==> config.mk <==
export PLATFORM = sky130hd
export DESIGN_NAME = fifo_wr_serializer
export DESIGN_NICKNAME = d
export VERILOG_FILES = /design/src/rtl/fifo_pkg.sv /design/src/rtl/fifo_credit_ctr.sv /design/src/rtl/fifo_wr_serializer.sv
export SDC_FILE = /design/constraint.sdc
export NUM_CORES = 1
export LEC_CHECK = 0
export CAP_MARGIN = 20
export CORE_ASPECT_RATIO = 2
export CORE_UTILIZATION = 50
export CTS_CLUSTER_SIZE = 16
export DETAILED_ROUTE_END_ITERATION = 7
export GPL_ROUTABILITY_DRIVEN = 0
export HOLD_SLACK_MARGIN = 0.12
export PLACE_DENSITY = 0.79
export RECOVER_POWER = 25
export SLEW_MARGIN = 10
export SYNTH_ARGS = -nofsm -noshare
export SYNTH_HDL_FRONTEND = slang
export SYNTH_SLANG_ARGS = --single-unit
export TNS_END_PERCENT = 5
==> constraint.sdc <==
create_clock -name clk -period 3.2 [get_ports clk]
set_clock_uncertainty 0.1 [all_clocks]
set_input_delay 0.32 -clock clk [delete_from_list [all_inputs] [get_ports clk]]
set_output_delay 0.32 -clock clk [all_outputs]
set_load 0.03 [all_outputs]
==> src/rtl/fifo_pkg.sv <==
// Shared types for the byte-FIFO producer/consumer blocks.
package fifo_pkg;

  localparam int BYTE_W = 8;

  typedef enum logic [1:0] {IDLE, SEND, HALT} wr_state_e;

  typedef logic [BYTE_W-1:0] byte_t;

endpackage

==> src/rtl/fifo_credit_ctr.sv <==
// Free-slot credit counter for a FIFO producer. The count drops when the
// producer issues a write and rises when the consumer reads. A read seen
// while the FIFO is already empty (credits full) is an underflow and
// returns nothing, so the count stays within 0..FIFO_DEPTH.
module fifo_credit_ctr #(
  parameter int FIFO_DEPTH = 16,
  parameter int CNT_W      = $clog2(FIFO_DEPTH + 1)
) (
  input  logic             clk,
  input  logic             rst_n,
  input  logic             issue,
  input  logic             rd_n,
  input  logic             load,
  output logic [CNT_W-1:0] credits,
  output logic             zero
);

  localparam logic [CNT_W-1:0] FULL = CNT_W'(FIFO_DEPTH);
  localparam logic [CNT_W-1:0] ONE  = CNT_W'(1);

  logic [CNT_W-1:0] credits_q, credits_d;
  logic             ret, take;

  assign zero = (credits_q == '0);
  assign ret  = !rd_n && (credits_q != FULL);
  assign take = issue && !zero;

  // Next count: reload wins, otherwise net of one write and one read.
  always_comb begin
    credits_d = credits_q;
    if (load) begin
      credits_d = FULL;
    end else if (take && !ret) begin
      credits_d = credits_q - ONE;
    end else if (ret && !take) begin
      credits_d = credits_q + ONE;
    end
  end

  // Credit register.
  always_ff @(posedge clk or negedge rst_n) begin
    if (!rst_n) begin
      credits_q <= FULL;
    end else begin
      credits_q <= credits_d;
    end
  end

  assign credits = credits_q;

endmodule

==> src/rtl/fifo_wr_serializer.sv <==
// Word-to-byte write stage in front of the byte FIFO. Splits each accepted
// word into bytes, gates writes on local credits, and halts on FIFO overflow
// until err_clr.
// Build option: define FIFO_WR_MSB_FIRST_EN to emit the most significant
// byte first; default order is least significant byte first.
//
// state | meaning
// IDLE  | ready for a new word (s_ready=1)
// SEND  | emitting bytes of the latched word, stalls while credits are 0
// HALT  | overflow seen, no writes until err_clr
module fifo_wr_serializer
  import fifo_pkg::*;
#(
  parameter int FIFO_DEPTH = 16,
  parameter int WORD_BYTES = 4
) (
  input  logic                              clk,
  input  logic                              rst_n,
  input  logic                              s_valid,
  output logic                              s_ready,
  input  logic [8*WORD_BYTES-1:0]           s_data,
  output logic                              wr_n,
  output logic [7:0]                        din,
  input  logic                              fifo_rd_n,
  input  logic                              over_flow,
  input  logic                              err_clr,
  output logic                              err,
  output logic [$clog2(FIFO_DEPTH+1)-1:0]   credits
);

  localparam int CNT_W = $clog2(FIFO_DEPTH + 1);
  localparam int WORD_W = BYTE_W * WORD_BYTES;
  localparam int IDX_W = (WORD_BYTES > 1) ? $clog2(WORD_BYTES) : 1;
  localparam logic [IDX_W-1:0] LAST_IDX = IDX_W'(WORD_BYTES - 1);

  wr_state_e         state_q, state_d;
  logic [IDX_W-1:0]  idx_q, idx_d;
  logic [WORD_W-1:0] word_q, word_d;
  logic              wr_n_q, wr_n_d;
  byte_t             din_q, din_d;
  logic              err_q, err_d;
  logic              issue, reload, no_credit;
  byte_t             sel_byte;

  fifo_credit_ctr #(
    .FIFO_DEPTH (FIFO_DEPTH),
    .CNT_W      (CNT_W)
  ) u_credit (
    .clk     (clk),
    .rst_n   (rst_n),
    .issue   (issue),
    .rd_n    (fifo_rd_n),
    .load    (reload),
    .credits (credits),
    .zero    (no_credit)
  );

  // Pick the byte for the current index in the configured order.
  always_comb begin
`ifdef FIFO_WR_MSB_FIRST_EN
    sel_byte = byte_t'(word_q >> (BYTE_W * (WORD_BYTES - 1 - int'(idx_q))));
`else
    sel_byte = byte_t'(word_q >> (BYTE_W * int'(idx_q)));
`endif
  end

  // Next-state and output logic; overflow overrides everything else.
  always_comb begin
    state_d = state_q;
    idx_d   = idx_q;
    word_d  = word_q;
    wr_n_d  = 1'b1;
    din_d   = din_q;
    err_d   = err_q;
    issue   = 1'b0;
    reload  = 1'b0;
    if (over_flow) begin
      state_d = HALT;
      err_d   = 1'b1;
    end else begin
      case (state_q)
        IDLE: begin
          if (s_valid) begin
            word_d  = s_data;
            idx_d   = '0;
            state_d = SEND;
          end
        end
        SEND: begin
          if (!no_credit) begin
            issue  = 1'b1;
            wr_n_d = 1'b0;
            din_d  = sel_byte;
            idx_d  = idx_q + IDX_W'(1);
            if (idx_q == LAST_IDX) state_d = IDLE;
          end
        end
        HALT: begin
          if (err_clr) begin
            state_d = IDLE;
            err_d   = 1'b0;
            reload  = 1'b1;
          end
        end
        default: state_d = IDLE;
      endcase
    end
  end

  // State and output registers.
  always_ff @(posedge clk or negedge rst_n) begin
    if (!rst_n) begin
      state_q <= IDLE;
      idx_q   <= '0;
      word_q  <= '0;
      wr_n_q  <= 1'b1;
      din_q   <= '0;
      err_q   <= 1'b0;
    end else begin
      state_q <= state_d;
      idx_q   <= idx_d;
      word_q  <= word_d;
      wr_n_q  <= wr_n_d;
      din_q   <= din_d;
      err_q   <= err_d;
    end
  end

  assign s_ready = (state_q == IDLE);
  assign wr_n    = wr_n_q;
  assign din     = din_q;
  assign err     = err_q;

endmodule

Word level (Yosys, flattened, before mapping):

Index checks and enable logic that the tools add are counted.

* register bits: 51
* bits in latches: 0
* bits in writable memories: 0
* ROM bits: 0
* input bits: 38
* output and inout port bits: 16
* word-level logic and storage cells: 66
* memories kept: 0

* add/subtract/negate cells: 3
* multiply operators: 0
* divide/modulo/power cells: 0
* $lt $le $gt $ge: 0
* eq/ne operators: 10
* shift-type cells: 1
* mux-type cells: 24
* bitwise gates (word level): 2
* reductions and logical operators: 19

Operator list (number)
* $shr A32 B5 Y8: 1
* $mux W5: 3
* $mux W2: 7
* $mux W1: 12
* $ne A3 B3 Y1 const B: 3
* $reduce_and A4 Y1: 2
* $pmux W2 S3: 1
* $reduce_and A3 Y1: 2
* $reduce_bool A2 Y1: 3
* $add A5 B1 Y5 const B: 1
* $logic_not A5 Y1: 1
* $ne A5 B5 Y1 const B: 1
* $sub A5 B1 Y5 const B: 1
* $eq A2 B2 Y1 const B: 2
* $logic_and A1 B1 Y1: 4
* $logic_not A1 Y1: 4
* $ne A2 B2 Y1 const B: 2
* $pmux W2 S2: 1
* $ne A3 B2 Y1 const B: 1
* $reduce_bool A3 Y1: 1
* $add A2 B1 Y2 const B: 1
* $eq A2 B1 Y1 const B: 1
* $logic_not A2 Y1: 1
* $not A1 Y1: 2
* $reduce_and A2 Y1: 1

Longest topological paths before layout:

Gate-level depths: netlist of run 1.

* depth in word-level cells: 10
* mapped depth: 9
* gate-level depth less buffers: 8

Hierarchy:

From an unflattened synthesis of run 1, not the netlist that was laid out.

* cells, all modules: 171
* area total of the unflattened synthesis: 2526.2 µm²

Modules (own cells, without submodules)
* fifo_wr_serializer: instances 1, cells each 120, area an instance 1991.9 µm², sequential area each 1152.4 µm²
* fifo_credit_ctr: instances 1, cells each 51, area an instance 534.3 µm², sequential area each 126.4 µm²

Worst setup path before layout of run 1:

Ideal clock, no wire load.

* kind: register -> register
* start: reg u_credit.credits_q[0] (netlist: u_credit.credits[0])
* end: reg u_credit.credits_q[4] (netlist: u_credit.credits[4])
* setup time: 0.091 ns
* data arrival time: 2.431 ns
* data required time: 3.009 ns
* slack: 0.579 ns
* cell stages (with the launch flop): 10
* path buffers: 1
* clock period less this slack: 2.621 ns
* cell sequence: dfrtp_1 > or4_1 > clkbuf_2 > nand2_1 > a21oi_1 > ha_1 > a21oi_1 > and2_1 > a311oi_1 > o31ai_1

* cells in the longest elaborated chain, start to end: 8
* elaborated cells between the ends (all ways): 18
* classes of those cells: add/sub (2); eq/ne (1); mux (6); reduce/logical (9)

Ends and longest elaborated chain
* start, declared: RTL line fifo_credit_ctr.sv:21 `logic [CNT_W-1:0] credits_q, credits_d;`
* start signal, assigned: RTL line fifo_credit_ctr.sv:45 `credits_q <= credits_d;`
* $logic_not A5 Y1: RTL line fifo_credit_ctr.sv:24 `assign zero = (credits_q == '0);`
* $mux W1: RTL line fifo_wr_serializer.sv:90 `if (!no_credit) begin`
* $mux W1: RTL line fifo_wr_serializer.sv:81 `case (state_q)`
* $mux W1: RTL line fifo_wr_serializer.sv:77 `if (over_flow) begin`
* $logic_and A1 B1 Y1: RTL line fifo_credit_ctr.sv:26 `assign take = issue && !zero;`
* $logic_and A1 B1 Y1 or $logic_not A1 Y1 (tied branches): RTL line fifo_credit_ctr.sv:33, fifo_credit_ctr.sv:35
* $mux W5 or $logic_and A1 B1 Y1 (tied branches): RTL line fifo_credit_ctr.sv:33, fifo_credit_ctr.sv:35
* $mux W5 or $reduce_bool A3 Y1 (tied branches)

Parallel ways exist; a longest one is shown, timed or not. The select of a mux whose other input is x is not followed.
A chain may end at the register's enable or synchronous reset.

Worst setup path in the final report of run 1:

Ends and elaborated chain as after synthesis.

==> results of run 1 <==
## per-layer routing
metal / track usage (%) / vias up / wire length (um)
li1: - / 731 / -
met1: 23.3 / 792 / 1870
met2: 39.7 / 51 / 2790
met3: 3.94 / 11 / 174
met4: 9.19 / 0 / 114
met5: 0 / - / 0
## registers in the layout, summed over array words and instances, names as in the netlist
name and cells:
din 8, err 1, idx_q 2, state_q 2
u_credit.credits 5, word_q 32, wr_n 1
## cell usage in the layout, fill, tap and decap left out, types with 2 or more instances in the layout
| master | instances |
|---|---|
| o21ai_0 | 3 |
| mux2i_1 | 5 |
| nand2b_1 | 3 |
| clkdlybuf4s50_1 | 52 |
| dfstp_2 | 2 |
| a21oi_1 | 4 |
| nor4_1 | 2 |
| nand3_1 | 2 |
| mux4_2 | 8 |
| ha_1 | 4 |
| mux2_2 | 40 |
| nand2_1 | 11 |
| nor2_1 | 3 |
| clkinvlp_4 | 2 |
| inv_1 | 2 |
| clkbuf_8 | 5 |
| a22o_1 | 2 |
| nor3b_1 | 2 |
| dfrtp_1 | 49 |
## critical path, stage by stage, from the launching register on
cell and delay [ps]:
dfrtp_1 470, nor4_1 700, nand2_1 110, a21oi_1 350
ha_1 350, a21oi_1 260, and2_1 190, a311oi_1 90
o31ai_1 270
## through the flow
step / util, % / cells
2_1_floorplan: - / 169
3_3_place_gp: 64.3 / 269
3_5_place_dp: 64.3 / 269
4_1_cts: 66.3 / 277
5_1_grt: 66.5 / 278
6_report: 66.5 / 278
## worst max path at each step
stage / from / end / slack [ps] / depth (start not counted)
floorplan: u_credit.credits[0]$_DFFE_PN0P_ / u_credit.credits[4]$_DFFE_PN1P_ / 580 / 9
global route: u_credit.credits[0]$_DFFE_PN0P_ / u_credit.credits[4]$_DFFE_PN1P_ / 80 / 8
finish: u_credit.credits[0]$_DFFE_PN0P_ / u_credit.credits[4]$_DFFE_PN1P_ / 240 / 8
global placement: over_flow / u_credit.credits[4]$_DFFE_PN1P_ / 510 / 9
detailed placement: over_flow / u_credit.credits[4]$_DFFE_PN1P_ / 320 / 9
CTS: u_credit.credits[0]$_DFFE_PN0P_ / u_credit.credits[4]$_DFFE_PN1P_ / 300 / 8
## what timing repair did
item	CTS	global route
hold buffers	0	1
hold endpoints to repair	0	49
setup endpoints to repair	0	0
## where the power goes
group / total [mW] / switching [mW] / internal, mW
Clock: 0.373 / 0.216 / 0.156
Combinational: 0.741 / 0.346 / 0.394
Sequential: 0.949 / 0.133 / 0.815
## final cells by class
cell class,instances,area [sq um]
repair buffers,55,543
well taps,55,68.8
clock buffers,5,68.8
flip-flops and latches,51,1280
inverters,2,7.51
clock inverters,3,23.8
multi-input cells,107,1100
fillers,346,1560
## logic make-up after synthesis
family	synth area share [%]
multiplexers	28.2
flip-flops	52.9
AND/OR/NAND/NOR	7.46
AO/OA/AOI/OAI	6.11
buffers and inverters	2.07
adder cells (fa/ha/maj)	2.90
XOR/XNOR	0.363
==> results.yml, run 1 <==
run_status:
  status: "finished clean"
sta:
  setup_slack_ps: 240
  post-route-period-util_pct: 92.5
  relSlewSlack_pct: 18.1
  clock.fmax_mhz: 338
  drv_slew: 0
  hold_viol: 0
  holdWs_ps: 408
  tightest_slew_ps: 1230
  min_period_ps: 2960
  rsz0062_at_grt: "false"
  finalSetupViolCount: 0
  finalSetupTns_ps: 0
critical_path:
  reg2reg_depth: 8
  reg2reg_to: "u_credit.credits[4]$_DFFE_PN1P_"
  startpoint_type: "flip-flop"
  endpoint_kind: "flip-flop"
  r2r_slack_ps: 240
  required_ps: 3310
  worstPathMaxFanout: 7
  crit_type: "flip-flop to flip-flop"
  r2r-start: "u_credit.credits[0]$_DFFE_PN0P_"
  worstPathArrival_ps: 3070
final_layout:
  diodes: 0
  post-route-cell-area_sq_mm: 0.00309
  finalNetCount: 265
  drive_above_1_share_pct: 29.1
  area_growth_pct: 27.8
synth:
  yosysWarnings: 0
  synthCells: 169
  synth-edff-count: 0
  synthArstFlopShare_pct: 100
  synth-seq-cells: 51
  netlist_area_sq_mm: 0.00242
  ys_top_cells_by_area: "dfrtp_1 (51%), mux2_2 (19%), mux4_2 (7.5%)"
  synth-main-ff-cell: "dfrtp_1"
  synth.avg_cell_area_sq_um: 14.3
  synth_largest_area_cell: "dfrtp_1"
  yosysMostFrequentCell: "dfrtp_1"
  synth-seq-area-share_pct: 52.9
  synth_nets: 212
  synth_common_cells: "dfrtp_1 (49), mux2_2 (40), nand2_1 (11), mux4_2 (8), mux2i_1 (5)"
  yosysUniqueCellTypes: 39
  post-synth-top-area-fraction_pct: 50.8
clock_tree:
  post-cts-setup-buffers: 0
  htree_levels: 2
  ctsResizeCount: 0
  root_buffer: "clkbuf_8"
  clock_latency_ps: 300
  cts_made_buffers: 5
  cts_buffer_depth: 2
  cts_tree: "yes"
  cts_num_sinks: 51
  clk_pin_slew_worst_paths_ps: 90
hold_path:
  hp-start: "err$_DFFE_PN0P_"
  hold_class: "flip-flop to flip-flop"
  whs_endpoint: "err$_DFFE_PN0P_"
  hold_path_depth: 1
power_and_ir_drop:
  peakVddDrop_v: 0.000494
  p_leak_nw: 1.27
  cellPowerDensity_mw_per_mm2: 668
  power_mw: 2.06
floorplan:
  rows: 35
  die_w_um: 51.2
  start_util_pct: 52.0
  io_pins: 54
  core_region_area_sq_mm: 0.00464
  dieArea_sq_mm: 0.00513
  die_y_um: 100
grt:
  antenna_found_initial: 0
  grt_max_degree: 52
  grt_first_pass_wirelength_mm: 8.13
  gr-total-overflow: 0
  first_global_vias: 1801
  grt.total_usage_pct: 21.6
placed_design:
  place_ws_ps: 322
  io_buffers: 53
  place_area_sq_mm: 0.00298
  hpwl_mm: 3.71
run:
  cap_violations: 0
routing:
  vias_per_cell: 5.70
  antenna_left: 0
  remaining_drc_errors: 0
  wire_per_inst_um: 17.8
  vias: 1585
  dr.pass1.iters: 4
  drt_iter0_markers: 21
  wirelength_mm: 4.94
No activity file was read; power rests on OpenSTA's default activity.
==> inputs of run 2 (changes only) <==
--- a/config.mk
+++ b/config.mk
@@ -18,4 +18,3 @@
 export SYNTH_ARGS = -nofsm -noshare
 export SYNTH_HDL_FRONTEND = slang
 export SYNTH_SLANG_ARGS = --single-unit
-export TNS_END_PERCENT = 5
==> results of run 2 <==
Same layout as run 1: the final DEF is identical, and so are final timing and power.
